**src/rtl/ext_pkg.sv**
```systemverilog
// Shared mode encodings and width constants for the extension unit.
// Latency: n/a (declarations only).
// Backpressure: n/a.
// Contents: ext_mode_t, EXT_SIGN..EXT_PASS, lane/byte/halfword widths, cfg check.
package ext_pkg;

  typedef logic [2:0] ext_mode_t;

  localparam ext_mode_t EXT_SIGN = 3'd0;
  localparam ext_mode_t EXT_ZERO = 3'd1;
  localparam ext_mode_t EXT_LUI  = 3'd2;
  localparam ext_mode_t EXT_LB   = 3'd3;
  localparam ext_mode_t EXT_LBU  = 3'd4;
  localparam ext_mode_t EXT_LH   = 3'd5;
  localparam ext_mode_t EXT_LHU  = 3'd6;
  localparam ext_mode_t EXT_PASS = 3'd7;

  localparam int EXT_MODE_W     = 3;
  localparam int EXT_BYTE_W     = 8;
  localparam int EXT_HALF_W     = 16;
  localparam int EXT_DEF_IN_W   = 16;
  localparam int EXT_DEF_OUT_W  = 32;
  localparam int EXT_DEF_LANE_W = 2;

  // Legal parameter set: 1 <= IN_W < OUT_W, OUT_W a multiple of 16,
  // LANE_W just wide enough to address every byte of the word.
  function automatic bit ext_cfg_ok(input int in_w, input int out_w, input int lane_w);
    return (in_w >= 1) && (in_w < out_w) && ((out_w % EXT_HALF_W) == 0) &&
           (lane_w == $clog2(out_w / EXT_BYTE_W));
  endfunction

endpackage

```
**src/rtl/ext_core.sv**
```systemverilog
// Combinational mode/lane mux: immediate and load-data extension.
// Latency: 0 cycles (pure combinational).
// Backpressure: none; the caller registers the outputs.
// Ports: mode, imm_in, word_in, lane in; err (misaligned halfword), value out.
module ext_core
  import ext_pkg::*;
#(
  parameter int IN_W   = 16,
  parameter int OUT_W  = 32,
  parameter int LANE_W = 2
) (
  input  ext_mode_t         mode,
  input  logic [IN_W-1:0]   imm_in,
  input  logic [OUT_W-1:0]  word_in,
  input  logic [LANE_W-1:0] lane,
  output logic              err,
  output logic [OUT_W-1:0]  value
);

  logic [LANE_W-1:0]     hlane;
  logic [EXT_BYTE_W-1:0] byte_sel;
  logic [EXT_HALF_W-1:0] half_sel;

  always_comb begin
    // Halfword select uses the lane with bit 0 cleared so the part-select
    // never runs off the top of the word; a misaligned lane is flagged anyway.
    hlane    = lane & ~LANE_W'(1);
    byte_sel = word_in[{lane, 3'b000} +: EXT_BYTE_W];
    half_sel = word_in[{hlane, 3'b000} +: EXT_HALF_W];
    err      = 1'b0;
    value    = '0;
    case (mode)
      EXT_SIGN: value = {{(OUT_W-IN_W){imm_in[IN_W-1]}}, imm_in};
      EXT_ZERO: value = {{(OUT_W-IN_W){1'b0}}, imm_in};
      EXT_LUI:  value = {imm_in, {(OUT_W-IN_W){1'b0}}};
      EXT_LB:   value = {{(OUT_W-EXT_BYTE_W){byte_sel[EXT_BYTE_W-1]}}, byte_sel};
      EXT_LBU:  value = {{(OUT_W-EXT_BYTE_W){1'b0}}, byte_sel};
      EXT_LH, EXT_LHU: begin
        if (lane[0]) begin
          err = 1'b1;
        end else if (mode == EXT_LH) begin
          value = {{(OUT_W-EXT_HALF_W){half_sel[EXT_HALF_W-1]}}, half_sel};
        end else begin
          value = {{(OUT_W-EXT_HALF_W){1'b0}}, half_sel};
        end
      end
      default:  value = word_in;
    endcase
  end

endmodule

```
**src/rtl/ext_unit_pipe.sv**
```systemverilog
// Registered extension unit (imm sign/zero/LUI, byte/halfword load extension).
// Latency: 1 cycle from accepting edge to result.
// Backpressure: holds result while out_ready=0; optional 1-entry skid keeps throughput.
// Config macro: EXT_UNIT_SKID_EN (undefined: in_ready = !out_valid || out_ready,
//   defined: one-entry skid buffer, in_ready = !skid_full from a flop).
// Ports: clock, reset (async high), flush; in_valid/in_ready, mode, imm_in,
//   word_in, lane; out_valid/out_ready, result, out_err.
module ext_unit_pipe
  import ext_pkg::*;
#(
  parameter int IN_W   = EXT_DEF_IN_W,
  parameter int OUT_W  = EXT_DEF_OUT_W,
  parameter int LANE_W = EXT_DEF_LANE_W
) (
  input  logic              clock,
  input  logic              reset,
  input  logic              flush,
  input  logic              in_valid,
  output logic              in_ready,
  input  ext_mode_t         mode,
  input  logic [IN_W-1:0]   imm_in,
  input  logic [OUT_W-1:0]  word_in,
  input  logic [LANE_W-1:0] lane,
  output logic              out_valid,
  input  logic              out_ready,
  output logic [OUT_W-1:0]  result,
  output logic              out_err
);

  logic             core_err;
  logic [OUT_W-1:0] core_val;
  logic             accept;

  ext_core #(
    .IN_W   (IN_W),
    .OUT_W  (OUT_W),
    .LANE_W (LANE_W)
  ) u_core (
    .mode    (mode),
    .imm_in  (imm_in),
    .word_in (word_in),
    .lane    (lane),
    .err     (core_err),
    .value   (core_val)
  );

  assign accept = in_valid && in_ready;

`ifdef EXT_UNIT_SKID_EN
  logic             skid_full;
  logic [OUT_W-1:0] skid_val;
  logic             skid_err;

  assign in_ready = !skid_full;

  always_ff @(posedge clock or posedge reset) begin
    if (reset) begin
      out_valid <= 1'b0;
      result    <= '0;
      out_err   <= 1'b0;
      skid_full <= 1'b0;
      skid_val  <= '0;
      skid_err  <= 1'b0;
    end else if (flush) begin
      out_valid <= 1'b0;
      skid_full <= 1'b0;
    end else if (!out_valid || out_ready) begin
      // Output slot frees up: the older skid entry always goes first.
      if (skid_full) begin
        result    <= skid_val;
        out_err   <= skid_err;
        out_valid <= 1'b1;
        skid_full <= accept;
        if (accept) begin
          skid_val <= core_val;
          skid_err <= core_err;
        end
      end else if (accept) begin
        result    <= core_val;
        out_err   <= core_err;
        out_valid <= 1'b1;
      end else begin
        out_valid <= 1'b0;
      end
    end else if (accept) begin
      // Output stalled: park the new, already-extended operand.
      skid_val  <= core_val;
      skid_err  <= core_err;
      skid_full <= 1'b1;
    end
  end
`else
  assign in_ready = !reset && (!out_valid || out_ready);

  always_ff @(posedge clock or posedge reset) begin
    if (reset) begin
      out_valid <= 1'b0;
      result    <= '0;
      out_err   <= 1'b0;
    end else if (flush) begin
      out_valid <= 1'b0;
    end else if (!out_valid || out_ready) begin
      if (accept) begin
        result    <= core_val;
        out_err   <= core_err;
        out_valid <= 1'b1;
      end else begin
        out_valid <= 1'b0;
      end
    end
  end
`endif

endmodule

```
**config.mk**
```make
export PLATFORM = sky130hd
export DESIGN_NAME = ext_unit_pipe
export DESIGN_NICKNAME = d
export VERILOG_FILES = /design/src/rtl/ext_pkg.sv /design/src/rtl/ext_core.sv /design/src/rtl/ext_unit_pipe.sv
export SDC_FILE = /design/constraint.sdc
export NUM_CORES = 1
export LEC_CHECK = 0
export BUFFER_PORTS_ARGS = -buffer_cell sky130_fd_sc_hd__buf_2
export CORE_MARGIN = 2
export CORE_UTILIZATION = 40
export DETAILED_ROUTE_END_ITERATION = 8
export PLACE_DENSITY_LB_ADDON = 0.15
export SETUP_SLACK_MARGIN = 0.3
export SYNTH_ARGS = -nofsm -noshare
export SYNTH_HDL_FRONTEND = slang
export SYNTH_SLANG_ARGS = --single-unit
```
**constraint.sdc**
```tcl
create_clock -name clock -period 4.08 [get_ports clock]
set_clock_uncertainty 0.1 [all_clocks]
set_input_delay 0.816 -clock clock [delete_from_list [all_inputs] [get_ports clock]]
set_output_delay 0.816 -clock clock [all_outputs]
set_load 0.005 [all_outputs]
```
After elaboration in Yosys (flattened, before gate mapping)
Cells that the tools add are included.

Latch bits: 0. Flip-flop bits (word level): 34. Memories kept: 0. Bits in writable memories: 0. Memory bits (read-only): 0. Word-level logic and storage cells: 29.

Bitwise gates (word level): 1. Mux-type cells: 8. Equal/unequal tests: 6. $lt $le $gt $ge: 0. $mul: 0. Add/subtract/negate cells: 0. Div/mod/pow operators: 0. Reduce and logical (&&, ||, !) cells: 9. Shift-type cells: 2.

Operators by type and width (count): $pmux 32 s6 (1); $mux 32 (2); $shiftx 32x6->16 (1); $shiftx 32x6->8 (1); $eq 3x3->1 const B (3); $eq 3x2->1 const B (2); $mux 1 (5); $eq 3x1->1 const B (1); $logic_not 3->1 (1); $reduce_and 3->1 (1); $logic_and 1x1->1 (2); $logic_not 1->1 (2); $reduce_bool 2->1 (1); $reduce_or 2->1 (1); $logic_or 1x1->1 (1); $not 1->1 (1).

Logic depth before layout (Yosys ltp)
Gate-level depths: netlist (run 1).

Depth in word-level cells: 7. Depth in mapped cells: 7.

Cells and area by module
A second synthesis (run 1) with hierarchy kept.

Cells, all modules: 232. Area, all modules: 2356.0 µm².

Modules (own cells, without submodules): ext_unit_pipe (times used 1, area an instance 1312.5 µm², sequential area each 850.8 µm², cells each 76); ext_core (times used 1, area an instance 1043.5 µm², sequential area each 0.0 µm², cells each 156).

Worst setup path after synthesis (run 1)
OpenSTA, ideal clock, no wires.

Path kind: input to register. Start: in reset. End: reg result[16]. Slack: 1114 ps. Library setup time: 129 ps. Cell stages on the path: 5. Arrival: 2736 ps. Buffers on the path: 1. Required time: 3851 ps. Cell sequence: inv_1 nand4_1 a211oi_2 buf_6 a221oi_2.

Cells in the longest elaborated chain, start to end: 4.

RTL lines: start: declaration (line ext_unit_pipe.sv:16) `input logic reset,`; $logic_not 1->1 (no line); $logic_and 1x1->1 (line ext_unit_pipe.sv:93) `assign in_ready = !reset && (!out_valid || out_ready);`; $logic_and 1x1->1 (line ext_unit_pipe.sv:47) `assign accept = in_valid && in_ready;`; $reduce_and 3->1 (no line); end signal: assignment (line ext_unit_pipe.sv:104) `result <= core_val;`; end: declaration (line ext_unit_pipe.sv:26) `output logic [OUT_W-1:0] result,`.

Every way passes these cells. A chain may end at the register's enable or synchronous reset.

Worst setup path in the final report (run 1)
Start: in reset. End: out in_ready.

Cells in the longest elaborated chain, start to end: 2.

RTL lines: $logic_not 1->1 (no line); $logic_and 1x1->1 (line ext_unit_pipe.sv:93); end: declaration (line ext_unit_pipe.sv:19) `output logic in_ready,`.

Every way passes these cells.

==> results of run 1 <==
## power groups by stage
| stage | logic, mW | clock network [mW] | registers [mW] |
|---|---|---|---|
| 2_1_floorplan | 0.160 | 0 | 0.455 |
| 5_1_grt | 0.338 | 0.341 | 0.457 |
| 3_3_place_gp | 0.300 | 0 | 0.455 |
| 3_5_place_dp | 0.307 | 0 | 0.451 |
| 6_report | 0.302 | 0.320 | 0.448 |
| 4_1_cts | 0.306 | 0.327 | 0.448 |
## sequential cells by signal, indices dropped and copies added, names as in the netlist
name and count:
result 32, out_err 1, out_valid 1
## worst max-delay path by stage
stage                     cells past startpoint  slack [ns]         end  start
after floorplan                               5        1.11  result[16]  reset
after global placement                        6        1.18  result[23]  reset
after detailed placement                      6        1.13  result[23]  reset
after CTS                                     5        1.29    in_ready  reset
after global routing                          5        1.20    in_ready  reset
final                                         5        1.33    in_ready  reset
## cell type report
class	count	share of cell area (%)
clock buffer	6	2.891
multi-input combinational	182	44.20
timing repair buffer	99	18.40
clock inverter	1	1.051
tap	72	3.154
inverter	4	0.5256
sequential	34	29.79
## critical path, stage by stage
cell	delay, ns
buf_2	0.09
inv_1	0.34
buf_4	0.32
and2_1	0.15
buf_2	0.10
## cells in the final DEF (no fill, tap or decap), types with 2 or more instances in the layout
master / instances
nor3b_1: 9
buf_4: 6
inv_1: 4
nand3_1: 2
nor2_1: 55
dfrtp_1: 34
o211ai_1: 2
nand2_1: 22
nor4b_1: 2
a22oi_1: 7
o21ai_0: 3
nor3_2: 2
clkbuf_8: 6
mux2i_1: 3
a211oi_1: 7
buf_2: 92
a221oi_1: 20
a221oi_2: 10
and2_1: 2
a21oi_1: 2
mux2_2: 15
## routing by layer
metal | part of all wire, % | GRT usage, % | vias up
met4 | 0.31 | 6.207 | 0
met1 | 41 | 29.34 | 1076
met5 | 0 | 0 | -
met2 | 51 | 38.55 | 97
met3 | 7.4 | 4.659 | 2
li1 | - | - | 1060
## kinds of logic after synthesis
family | after synthesis | share of synthesized area (%)
muxes | 20 | 10.47
and+or+nand+nor | 101 | 20.60
buffers and inverters | 25 | 6.013
xor gates and xnor gates | 1 | 0.3898
AOI/OAI and AO/OA | 60 | 24.67
DFF | 34 | 37.86
==> impl_metrics.toml, run 1 <==
[run_status]
outcome = "finished, final reports clean"

[logic_synthesis]
ys.flop_type = "dfrtp_1"
synth_top_area_share_pct = 37.86
netlist_area_um2 = 2247
syn_inst = 241
synth_seq_cells = 34
yosysWarnings = 0
synth.distinct_cells = 41
synth_area_leaders = "dfrtp_1, nor2_1, a221oi_1"
avgSynthCellArea_um2 = 9.324
synthArstFlopShare_pct = 100.0
synth_edf_count = 0
yosysMostFrequentCell = "nor2_1"
synth_top_area_cell = "dfrtp_1"
yosysSeqAreaShare_pct = 37.86
syn_nets = 299
ys_top_cells_by_count = "nor2_1, dfrtp_1, nand2_1"

[setup_path]
r2r_start = "out_valid"
crit_type = "input port to primary output"
cp.arrival_ns = 1.83
cp-end-kind = "primary output"
critPathMaxFanout = 16
cp.required_ns = 3.16
reg2reg_depth = 5
rrSetupSlack_ns = 1.98
critical_path.startpoint_type = "input port"
worstReg2RegEnd = "result[23]"

[power]
pwr-share-seq_pct = 41.9
leakagePower_nw = 1.243
finalPower_mw = 1.070
p_sw_mw = 0.3154
p_int_mw = 0.7542
power.density_nw_per_um2 = 374.4
ir_worst_vdd_v = 0.0001595
combPwrFrac_pct = 28.3
swShare_pct = 29.49
clockPowerShare_pct = 29.9

[place]
dpl_cell_area_um2 = 2744
dp_hpwl_um = 4878
dp_cells = 391
globalplace.congestion = 0.8392
io_buffers = 92
dp_slack_ns = 1.132

[flow_run]
maxCapViolCount = 0

[die]
io_pins = 93
core_area_um2 = 5473
die-area_um2 = 6233
die_y_um = 78.95
start_util_pct = 41.06
rows = 27
dieWidth_um = 78.95

[timing]
holdWs_ns = 0.4042
fmax_ghz = 0.3642
period_needed_ns = 2.746
finalMaxSlewViolations = 0
fin_crit_sh_pct = 67.29
final-hold-violation-count = 0
worst_slack_ns = 1.335
tightest_slew_ns = 0.5782
rsz0062_at_grt = "no"
setup_tns_ns = 0
maxSlewHeadroom_pct = 61.25
setup_viol = 0

[min_path]
hold_path_end = "out_err"
holdCritStartpoint = "out_err"
hold_depth = 1
holdCritPathClass = "flip-flop to flip-flop"

[layout]
multi_input_area_um2 = 1262
seqCellArea_um2 = 850.8
final_util_pct = 52.19
area_growth_pct = 27.12
final_area_um2 = 2856
fillers = 568
final_nets = 384
antenna_cells = 0
drive_gt1_share_pct = 42.94
stdcell_count = 398

[clocking]
post-cts-setup-buffer-count = 0
cts_tree = "done"
clkSlewWorstSetupHoldPaths_ns = 0.07
cts_hold_buf = 0
htreeDepth = 2
cts_made_buffers = 5
cts_root_buf = "clkbuf_8"
cts.sinks = 34
clk-insertion-delay-late_ns = 0.28
post_cts_resized = 0
clockBufferDepth = 2

[global_route]
grt_pass1_vias = 2208
overflow = 0
grt_use_total_pct = 22.65
grt_max_degree = 57
grt_pass1_wl_um = 10970
antenna_found_initial = 0

[drt]
ant_nets = 0
drc = 0
wl_per_cell_um = 17.12
routed_wl_um = 6813
dr.first_iter.drc_count = 180
first_pass_iters = 5
vias_per_cell = 5.616
via_count = 2235
Note: power is estimated with default switching activity, not from simulation.
==> run 2, diff against run 1 <==
==> constraint.sdc (replaced) <==
create_clock -name clock -period 2.8 [get_ports clock]
set_clock_uncertainty 0.1 [all_clocks]
set_input_delay 0.56 -clock clock [delete_from_list [all_inputs] [get_ports clock]]
set_output_delay 0.56 -clock clock [all_outputs]
set_load 0.005 [all_outputs]
==> run 2 against run 1 <==
  * Via count stayed put
  * Wire length is 4.0% lower
  * Largest cell class unchanged
  * Cell area is 0.13% lower
  * Global-route usage is 0.78 points lower
  * Combinational power is 45% higher
  * Hold slack worse by 0.34 ns
  * Power is 38% higher
  * Register-to-register slack worse by 1.0 ns
  * Non-clock buffer count is 3 higher
==> impl_metrics.toml, run 2 (same netlist as run 1, synthesis figures left out) <==
[run_status]
outcome = "finished, final reports clean"

[clocking]
cts_tree = "done"
cts.sinks = 34
htreeDepth = 2
cts_hold_buf = 0
clockBufferDepth = 2
post_cts_resized = 0
cts_made_buffers = 5
cts_root_buf = "clkbuf_8"
post-cts-setup-buffer-count = 0
clk-insertion-delay-late_ns = 0.28
clkSlewWorstSetupHoldPaths_ns = 0.07

[timing]
setup_viol = 0
final-hold-violation-count = 0
maxSlewHeadroom_pct = 65.37
tightest_slew_ns = 0.5166
fmax_ghz = 0.4981
fin_crit_sh_pct = 71.70
finalMaxSlewViolations = 0
period_needed_ns = 2.008
holdWs_ns = 0.06396
rsz0062_at_grt = "no"
setup_tns_ns = 0

[drt]
dr.first_iter.drc_count = 141
vias_per_cell = 5.560
first_pass_iters = 4
wl_per_cell_um = 16.27
ant_nets = 0
via_count = 2235
routed_wl_um = 6539
drc = 0

[place]
globalplace.congestion = 0.8990
io_buffers = 92
dp_hpwl_um = 4874

[layout]
top_register = "result"
largest_reg_flops = 32
mostFrequentLayoutCell = "buf_2"
reg.largest.list = "result x32, out_err x1, out_valid x1"
antenna_cells = 0
fillers = 567
area_growth_pct = 26.95
final_util_pct = 52.13
drive_gt1_share_pct = 43.94
final_nets = 387
final_cell_mix = "buf_2, nor2_1, dfrtp_1"

[global_route]
grt_use_total_pct = 21.87
grtUsageMet1_pct = 28.61
grt_max_degree = 33
grt_use_met3_pct = 3.750
grt_pass1_wl_um = 10650
overflow = 0
antenna_found_initial = 0
top_usage_layer = "met2"
grt_pass1_vias = 2201
grt.met2_usage_pct = 37.86

[setup_path]
cp.arrival_ns = 1.35
cpMostUsedCell = "buf_2"
cp-end-kind = "primary output"
critPathMaxFanout = 19
crit_chain = "buf_2 > clkinvlp_4 > buf_4 > and2_1 > buf_2"
crit_type = "input port to primary output"
critical_path.startpoint_type = "input port"
slowest_delay_ns = 0.26
reg2reg_depth = 5
cp.required_ns = 2.14
crit_slowest_cell = "buf_4"

[die]
die_y_um = 78.95
rows = 27
core_area_um2 = 5473
dieWidth_um = 78.95
start_util_pct = 41.06
io_pins = 93
die-area_um2 = 6233

[flow_run]
maxCapViolCount = 0

[power]
ir_worst_vdd_v = 0.0001969
power.density_nw_per_um2 = 518.7
finalPower_mw = 1.480
leakagePower_nw = 1.240

[min_path]
holdCritPathClass = "input port to async pin"
==> run 2: cell types whose count changed in the layout (fill, tap and decap cells not counted), sizes merged <==
cell,change
buf,+3
inv,-1
clkinv,+1
bufinv,-1
clkinvlp,+2
==> run 2: layout make-up <==
class                      count  area [um2]  share of cell area (%)
sequential                    34       850.8                   29.82
clock inverter                 2       12.51                  0.4386
tap                           72       90.09                   3.158
clock buffer                   6       82.58                   2.895
multi-input combinational    182        1262                   44.25
inverter                       4       18.77                  0.6579
timing repair buffer         102       535.5                   18.77
==> run 2: power by group <==
part	switching (mW)	internal, mW	total (mW)
Clock	0.193	0.198	0.391
Sequential	0.0587	0.593	0.651
Combinational	0.215	0.222	0.437
Total	0.467	1.01	1.48
==> run 2: worst max-delay path, delay by kind of cell <==
| family | cells | cell delay (ns) |
|---|---|---|
| and+or+nand+nor | 1 | 0.16 |
| buffers and inverters | 4 | 0.63 |
==> run 2: routing by layer <==
layer / part of all wire, % / up-vias
met5: 0 / -
met4: 1.1 / 0
met3: 6.0 / 7
met2: 51 / 87
met1: 42 / 1077
li1: - / 1064
==> run 2: final timing paths <==
| path | slack [ns] | end | start |
|---|---|---|---|
| worst min-delay path | 0.06 | result[15] | reset |
| worst max register to register | 0.93 | result[23] | out_valid |
| worst min register to register | 0.40 | out_err | out_err |
| max in group asynchronous | 2.09 | result[7] | reset |
| worst max-delay path | 0.79 | in_ready | reset |
| min in group clock | 0.36 | out_valid | flush |
==> run 2: stage by stage <==
step                worst slack [ns]  instance area (um2)  cells
floorplan                     0.5325                 2251    241
global placement              0.5662                 2758    394
detailed placement            0.5444                 2758    394
CTS                           0.7836                 2853    402
global route                  0.7248                 2853    402
finish                        0.7923                 2853    402
